===== src/rtl/alu_seq.sv =====
// Handshaked execute-stage ALU: single-cycle logic/arith/shift/compare ops plus
// iterative shift-add multiply and restoring divide, one operation in flight.
module alu_seq #(
    parameter int DATA_WIDTH = 32
) (
    input  logic                  clk,
    input  logic                  rst,
    input  logic                  in_valid,
    output logic                  in_ready,
    input  logic [DATA_WIDTH-1:0] in0,
    input  logic [DATA_WIDTH-1:0] in1,
    input  logic [3:0]            ALUctrl,
    output logic                  out_valid,
    input  logic                  out_ready,
    output logic [DATA_WIDTH-1:0] ALUout,
    output logic                  EQ,
    output logic                  LT,
    output logic                  LTU
);

    localparam int SHW = $clog2(DATA_WIDTH);
    localparam logic [SHW-1:0] LAST_ITER = SHW'(DATA_WIDTH - 1);

    localparam logic [3:0] OP_ADD  = 4'd0;
    localparam logic [3:0] OP_SUB  = 4'd1;
    localparam logic [3:0] OP_AND  = 4'd2;
    localparam logic [3:0] OP_OR   = 4'd3;
    localparam logic [3:0] OP_XOR  = 4'd4;
    localparam logic [3:0] OP_SLL  = 4'd5;
    localparam logic [3:0] OP_SRL  = 4'd6;
    localparam logic [3:0] OP_SRA  = 4'd7;
    localparam logic [3:0] OP_SLT  = 4'd8;
    localparam logic [3:0] OP_SLTU = 4'd9;
    localparam logic [3:0] OP_MUL  = 4'd10;
    localparam logic [3:0] OP_DIVU = 4'd11;
    localparam logic [3:0] OP_REMU = 4'd12;

    typedef enum logic [1:0] {
        S_IDLE = 2'd0,
        S_BUSY = 2'd1,
        S_DONE = 2'd2
    } state_t;

    state_t                r_state;
    state_t                w_state_next;
    logic [3:0]            r_op;
    logic [SHW-1:0]        r_cnt;
    logic [DATA_WIDTH-1:0] r_a;
    logic [DATA_WIDTH-1:0] r_b;
    logic [DATA_WIDTH-1:0] r_acc;
    logic [DATA_WIDTH-1:0] r_rem;
    logic [DATA_WIDTH-1:0] r_result;
    logic                  r_out_valid;
    logic                  r_eq;
    logic                  r_lt;
    logic                  r_ltu;

    logic                  w_accept;
    logic                  w_is_iter;
    logic                  w_op_valid;
    logic                  w_last;
    logic                  w_eq;
    logic                  w_lt;
    logic                  w_ltu;
    logic [SHW-1:0]        w_shamt;
    logic [DATA_WIDTH-1:0] w_single;
    logic [DATA_WIDTH-1:0] w_acc_next;
    logic [DATA_WIDTH:0]   w_shift;
    logic [DATA_WIDTH:0]   w_diff;
    logic                  w_ge;
    logic [DATA_WIDTH-1:0] w_rem_next;
    logic [DATA_WIDTH-1:0] w_q_next;
    logic [DATA_WIDTH-1:0] w_iter_result;

    assign w_accept   = in_valid && in_ready;
    assign w_is_iter  = (ALUctrl == OP_MUL) || (ALUctrl == OP_DIVU) || (ALUctrl == OP_REMU);
    assign w_op_valid = (ALUctrl <= OP_REMU);
    assign w_last     = (r_cnt == LAST_ITER);

    assign w_eq    = (in0 == in1);
    assign w_lt    = ($signed(in0) < $signed(in1));
    assign w_ltu   = (in0 < in1);
    assign w_shamt = in1[SHW-1:0];

    always_comb begin
        w_single = '0;
        case (ALUctrl)
            OP_ADD:  w_single = in0 + in1;
            OP_SUB:  w_single = in0 - in1;
            OP_AND:  w_single = in0 & in1;
            OP_OR:   w_single = in0 | in1;
            OP_XOR:  w_single = in0 ^ in1;
            OP_SLL:  w_single = in0 << w_shamt;
            OP_SRL:  w_single = in0 >> w_shamt;
            OP_SRA:  w_single = $unsigned($signed(in0) >>> w_shamt);
            OP_SLT:  w_single = {{(DATA_WIDTH-1){1'b0}}, w_lt};
            OP_SLTU: w_single = {{(DATA_WIDTH-1){1'b0}}, w_ltu};
            default: w_single = '0;
        endcase
    end

    // Multiply: r_a is the shifting multiplicand, r_b the shifting multiplier.
    assign w_acc_next = r_b[0] ? (r_acc + r_a) : r_acc;

    // Divide: r_a shifts the dividend out MSB-first and collects quotient bits.
    // A zero divisor always "fits", giving all-ones quotient and rem = dividend.
    assign w_shift    = {r_rem, r_a[DATA_WIDTH-1]};
    assign w_diff     = w_shift - {1'b0, r_b};
    assign w_ge       = !w_diff[DATA_WIDTH];
    assign w_rem_next = w_ge ? w_diff[DATA_WIDTH-1:0] : w_shift[DATA_WIDTH-1:0];
    assign w_q_next   = {r_a[DATA_WIDTH-2:0], w_ge};

    always_comb begin
        w_iter_result = w_rem_next;
        if (r_op == OP_MUL) begin
            w_iter_result = w_acc_next;
        end else if (r_op == OP_DIVU) begin
            w_iter_result = w_q_next;
        end
    end

    always_ff @(posedge clk) begin
        if (rst) begin
            r_state <= S_IDLE;
        end else begin
            r_state <= w_state_next;
        end
    end

    always_comb begin
        w_state_next = r_state;
        case (r_state)
            S_IDLE: begin
                if (w_accept) begin
                    w_state_next = w_is_iter ? S_BUSY : S_DONE;
                end
            end
            S_BUSY: begin
                if (w_last) begin
                    w_state_next = S_DONE;
                end
            end
            S_DONE: begin
                if (out_ready) begin
                    w_state_next = S_IDLE;
                end
            end
            default: w_state_next = S_IDLE;
        endcase
    end

    always_comb begin
        in_ready = (r_state == S_IDLE) && !rst;
    end

    always_ff @(posedge clk) begin
        if (rst) begin
            r_op        <= '0;
            r_cnt       <= '0;
            r_a         <= '0;
            r_b         <= '0;
            r_acc       <= '0;
            r_rem       <= '0;
            r_result    <= '0;
            r_out_valid <= 1'b0;
            r_eq        <= 1'b0;
            r_lt        <= 1'b0;
            r_ltu       <= 1'b0;
        end else begin
            case (r_state)
                S_IDLE: begin
                    if (w_accept) begin
                        r_op  <= ALUctrl;
                        r_cnt <= '0;
                        r_a   <= in0;
                        r_b   <= in1;
                        r_acc <= '0;
                        r_rem <= '0;
                        r_eq  <= w_op_valid && w_eq;
                        r_lt  <= w_op_valid && w_lt;
                        r_ltu <= w_op_valid && w_ltu;
                        if (!w_is_iter) begin
                            r_result    <= w_single;
                            r_out_valid <= 1'b1;
                        end
                    end
                end
                S_BUSY: begin
                    r_cnt <= r_cnt + 1'b1;
                    if (r_op == OP_MUL) begin
                        r_acc <= w_acc_next;
                        r_a   <= r_a << 1;
                        r_b   <= r_b >> 1;
                    end else begin
                        r_rem <= w_rem_next;
                        r_a   <= w_q_next;
                    end
                    if (w_last) begin
                        r_result    <= w_iter_result;
                        r_out_valid <= 1'b1;
                    end
                end
                S_DONE: begin
                    if (out_ready) begin
                        r_out_valid <= 1'b0;
                    end
                end
                default: r_out_valid <= 1'b0;
            endcase
        end
    end

    assign out_valid = r_out_valid;
    assign ALUout    = r_result;
    assign EQ        = r_eq;
    assign LT        = r_lt;
    assign LTU       = r_ltu;

endmodule


===== config.mk =====
export PLATFORM = sky130hd
export DESIGN_NAME = alu_seq
export DESIGN_NICKNAME = d
export VERILOG_FILES = /design/src/rtl/alu_seq.sv
export SDC_FILE = /design/constraint.sdc
export NUM_CORES = 1
export LEC_CHECK = 0
export BUFFER_PORTS_ARGS = -buffer_cell sky130_fd_sc_hd__clkbuf_2
export CAP_MARGIN = 20
export CORE_ASPECT_RATIO = 0.5
export CORE_MARGIN = 2
export CORE_UTILIZATION = 50
export CTS_CLUSTER_SIZE = 14
export DETAILED_ROUTE_END_ITERATION = 10
export PLACE_DENSITY = 0.67
export SLEW_MARGIN = 20
export SYNTH_ARGS = -nofsm -noshare
export SYNTH_HDL_FRONTEND = slang
export SYNTH_SLANG_ARGS = --single-unit

===== constraint.sdc =====
create_clock -name clk -period 7.74 [get_ports clk]
set_clock_uncertainty 0.1 [all_clocks]
set_input_delay 1.548 -clock clk [delete_from_list [all_inputs] [get_ports clk]]
set_output_delay 1.548 -clock clk [all_outputs]
set_load 0.01 [all_outputs]

; Word-level counts from Yosys, hierarchy flattened
; Index checks and enable logic that the tools add are counted.
[word_totals]
ram_bits = 0
mem_count = 0
elab_cells = 101
rom_bits = 0
out_inout_bits = 37
register_bits = 175
in_bits = 72
latchBits = 0
[classes]
add_sub_neg = 5
shifts = 3
n_mul = 0
div = 0
mux = 32
n_reduce_logical = 19
eq_ne = 24
bitwise_logic = 3
n_lt_le_gt_ge = 3
[op_table]
columns = op, count
row1 = $mux W32, 13
row2 = $pmux W32 S10, 1
row3 = $pmux W32 S2, 5
row4 = $add A32 B32 Y32, 2
row5 = $lt A32 B32 Y1, 2
row6 = $sub A33 B32 Y33, 1
row7 = $and A32 B32 Y32, 1
row8 = $eq A32 B32 Y1, 1
row9 = $or A32 B32 Y32, 1
row10 = $shl A32 B5 Y32, 1
row11 = $shr A32 B5 Y32, 1
row12 = $sshr A32 B5 Y32, 1
row13 = $sub A32 B32 Y32, 1
row14 = $xor A32 B32 Y32, 1
row15 = $eq A4 B4 Y1 const B, 7
row16 = $eq A4 B3 Y1 const B, 4
row17 = $ne A2 B2 Y1 const B, 6
row18 = $pmux W5 S2, 1
row19 = $reduce_and A3 Y1, 3
row20 = $eq A4 B2 Y1 const B, 2
row21 = $mux W2, 4
row22 = $reduce_and A4 Y1, 2
row23 = $pmux W2 S3, 1
row24 = $add A5 B1 Y5 const B, 1
row25 = other kinds (15), 26

; Logic depth before layout (Yosys ltp)
[logic_depth]
ltp_word = 6
depth_mapped = 16
mapped_depth_nobuf = 14

; Worst setup path after synthesis
; No wires, ideal clock.
[synth_timing]
path_kind = input to register
start = input in1[2]
end = register r_result[16] (netlist: ALUout[16])
path_buffers = 4
arrival_ns = 4.983
required_time_ns = 7.506
slack_ns = 2.522
path_stages = 16
setup_time_ns = 0.134
cell_sequence = inv_2 > buf_2 > buf_1 > buf_2 > ha_1 > buf_2 > a211oi_1 > o21bai_1 > o21ai_0 > o21ai_0 > a21o_1 > a31oi_1 > o311ai_1 > or4_1 > a221oi_2 > a311oi_1
[synth_between]
elab_chain_len = 5
elab_cells_between_ends = 9
classes_between = add/sub (2) / shift (3) / mux (4)
[synth_rtl]
columns = element, line
row1 = "start, declared", 11  ; input logic [DATA_WIDTH-1:0] in1,
row2 = "$sub A32 B32 Y32, or another cell as far along", 89  ; OP_SUB: w_single = in0 - in1;
row3 = $pmux W32 S10 *, 87  ; case (ALUctrl)
row4 = $mux W32 *, 182  ; if (!w_is_iter) begin
row5 = $mux W32 *, 172  ; if (w_accept) begin
row6 = $pmux W32 S2 *, 170  ; case (r_state)
row7 = "end signal, assigned", 183  ; r_result <= w_single;
row8 = "end signal, assigned", 199  ; r_result <= w_iter_result;
row9 = "end, declared", 52  ; logic [DATA_WIDTH-1:0] r_result;
; Mark *: on every way between the ends. The rest lies on a longest branch, timed or not. The select of a mux whose other input is x is not followed.
; A chain may end at the register's enable or synchronous reset.

; Final worst setup path
[layout_timing]
start = input in1[1]
end = register r_result[23] (netlist: ALUout[23])
; The elaborated chain is that of the path after synthesis.

==> flow_metrics.tcl <==
set metrics [dict create \
    coreArea_um2 39200 \
    die_w_um 287 \
    crit_path_start_kind "input pin" \
    p_leak_nw 8.71 \
    cts_inserted_buffers 17 \
    required_ns 7.92 \
    rsz0062_at_grt "no" \
    ys.flop_type "dfxtp_1" \
    nets 2983 \
    area_growth_syn_to_layout_pct 6.76 \
    power_density_nw_per_um2 143 \
    crit_type "input pin to flop" \
    ys_warn_count 0 \
    syn_area_per_cell_um2 7.22 \
    critical_path_depth 13 \
    cts_hold_buf 0 \
    cts_sinks 175 \
    clockBufferDepth 2 \
    syn_area_um2 20000 \
    drtIter0Drc 3179 \
    r2r-end "ALUout[17]" \
    post_cts_buffers 0 \
    async_flop_share 0 \
    cpPeakStageDelay_ns 0.62 \
    vias_per_cell 6.79 \
    clock-root-buffer "clkbuf_16" \
    seq_area_frac_synth 0.175 \
    crit_slowest_cell "o21ai_0" \
    max_freq_mhz 180 \
    path_buf_inv 2 \
    p_sw_frac 0.413 \
    status "finished clean" \
    globalRouteTotalUtil 0.411 \
    gp_congestion 1.05 \
    cp-end-kind "flop" \
    grt_max_degree 103 \
    path_cells "clkbuf_2 -> inv_2 -> ha_1 -> a211oi_1 -> o21ai_0 -> a21o_1 -> and3_1 -> o311ai_1 -> nand2_1 -> a211oi_1 -> a21oi_1 -> o21ai_0 -> a311oi_1" \
    slew_headroom 0.249 \
    ir_worst_vdd_uv 142 \
    rrSetupSlack_ns 2.31 \
    crit_start "in1[1]" \
    hp-class "flop to flop" \
    htree_levels 4 \
    max_slew.worst_pin.slew_ns 1.12 \
    yosys_register_bits 175 \
    power_frac_comb 0.385 \
    drv_slew 0 \
    switching_power_w 0.00126 \
    fin_crit_sh 0.718 \
    maxCapViolCount 0 \
    setup_viol 0 \
    p_total_w 0.00306 \
    antenna_found_initial 1 \
    fin_tns_setup_ns 0 \
    whs_path_depth 2 \
    syn_nets 3011 \
    routedWlPerCell_um 27.2 \
    path_clk_slew_ns 0.07 \
    synth-edff-count 0 \
    seqPwrFrac 0.327 \
    drtAntennaViolNets 0 \
    min_to "out_valid" \
    fp.dieH_um 145 \
    routed_wl_mm 89.3 \
    die_area_um2 41700 \
    post_cts_resized 0 \
    synthTopCellsByCount "nor2_1, nand2_1, a21oi_1, dfxtp_1, ha_1" \
    hpwl_mm 68.2 \
    io_pins 109 \
    drive_above_1_share 0.107 \
    grt_pass1_vias 19700 \
    hp-start "out_valid" \
    start_util 0.511 \
    synth_top_area_frac 0.175 \
    synthCells 2770 \
    synthTopCellsByArea "dfxtp_1, ha_1, nor2_1" \
    post-synth-top-count-cell "nor2_1" \
    cts_tree "yes" \
    vias 22300 \
    overflow 0 \
    synth_top_area_cell "dfxtp_1" \
    clock_latency_ns 0.45 \
    final.min_clock_period_ns 5.56 \
    crit_family "compound AO/OA/AOI/OAI gates" \
    preCtsSetupSlack_ns 1.91 \
    timing.rr.start "r_b[0]" \
    path_max_fanout 19 \
    p_int_w 0.00180 \
    fin_util 0.545 \
    arrival_ns 5.74 \
    num_rows 51 \
    drc 0 \
    hold_violations 0 \
    portBuffers 108 \
    p_clk_frac 0.288 \
    worst_slack_ns 2.18 \
    ys_types 90 \
    reg2reg_depth 15 \
    grt_pass1_wl_mm 129 \
    firstDrtPassIters 7 \
]
==> sequential cells by signal (all words and copies together), names as in the netlist <==
name / count
r_acc: 32
LTU: 1
r_cnt: 5
r_rem: 32
r_b: 32
EQ: 1
r_op: 4
LT: 1
r_state: 2
ALUout: 32
r_a: 32
out_valid: 1
==> kinds of logic (layout without fill, tap and decap cells) <==
logic type | count (synthesis) | after routing | synth area share
muxes | 131 | 131 | 0.0973
AOI/OAI and AO/OA | 913 | 913 | 0.310
adders and majority gates | 169 | 169 | 0.107
DFF | 175 | 175 | 0.175
buffers and inverters | 344 | 329 | 0.0699
and+or+nand+nor | 979 | 979 | 0.214
xor gates and xnor gates | 59 | 59 | 0.0258
other | 0 | 2 | 0
==> tightest hold or removal path, delay by kind of cell, from the launching register on <==
family	cells	cell delay (ns)
and+or+nand+nor	1	0.05
DFF	1	0.31
AOI/OAI and AO/OA	1	0.05
==> final cells by class <==
| type | count | area (um2) |
|---|---|---|
| clock buffers | 17 | 425 |
| fillers | 3898 | 17800 |
| diodes | 2 | 5.00 |
| clock inverters | 15 | 164 |
| repair buffers | 151 | 872 |
| well taps | 530 | 663 |
| flip-flops and latches | 175 | 3500 |
| multi-input cells | 2251 | 15200 |
| inverters | 146 | 548 |
==> layer usage <==
layer	GRT usage	part of all wire	vias to the layer above
li1	-	-	10100
met2	0.549	0.38	1319
met5	0	0	-
met4	0.106	0.028	0
met3	0.154	0.15	157
met1	0.608	0.44	10700
==> power groups by stage <==
| stage | Combinational [W] | Sequential, W | Clock [W] |
|---|---|---|---|
| after floorplan | 0.000749 | 0.00100 | 0 |
| after global placement | 0.00112 | 0.00102 | 0 |
| after detailed placement | 0.00112 | 0.00102 | 0 |
| after CTS | 0.00113 | 0.000997 | 0.000888 |
| after global routing | 0.00125 | 0.00100 | 0.000926 |
| final | 0.00118 | 0.00100 | 0.000881 |
==> metrics by stage <==
step	instance area, um2	hold WS, ns	std cells
2_1_floorplan	20000	0.339	2770
3_3_place_gp	20800	0.342	3253
3_5_place_dp	20800	0.349	3253
4_1_cts	21300	0.359	3285
5_1_grt	21400	0.393	3285
6_report	21400	0.359	3287
==> placed cells by master (no fill, tap or decap), drive strengths merged, types with 11 or more instances in the layout <==
master | synthesis | final
o21bai | 23 | 23
a21oi | 251 | 251
or3 | 20 | 20
mux2 | 18 | 18
nand3 | 45 | 45
nand4 | 17 | 17
xor2 | 21 | 21
a311oi | 81 | 81
a221o | 11 | 11
a31oi | 30 | 30
nor2 | 387 | 387
clkbuf | 147 | 123
mux4 | 48 | 48
nand2 | 326 | 326
xnor2 | 38 | 38
buf | 51 | 45
a2111oi | 11 | 11
inv | 146 | 156
and3 | 22 | 22
a211oi | 48 | 48
a221oi | 33 | 33
o31ai | 16 | 16
or2 | 12 | 12
ha | 165 | 165
dfxtp | 175 | 175
a22oi | 40 | 40
nor2b | 24 | 24
a21o | 36 | 36
mux2i | 65 | 65
o22ai | 17 | 17
o221ai | 11 | 11
nand2b | 28 | 28
o21a | 21 | 21
nor3 | 50 | 50
o21ai | 149 | 149
o211ai | 46 | 46
==> worst max path at each step <==
stage / end / slack [ns]
CTS: ALUout[16] / 2.43
global route: ALUout[15] / 2.05
floorplan: ALUout[16] / 2.52
global placement: ALUout[16] / 2.04
finish: ALUout[23] / 2.18
detailed placement: ALUout[16] / 1.91
Power figures use the tool's default switching activity.
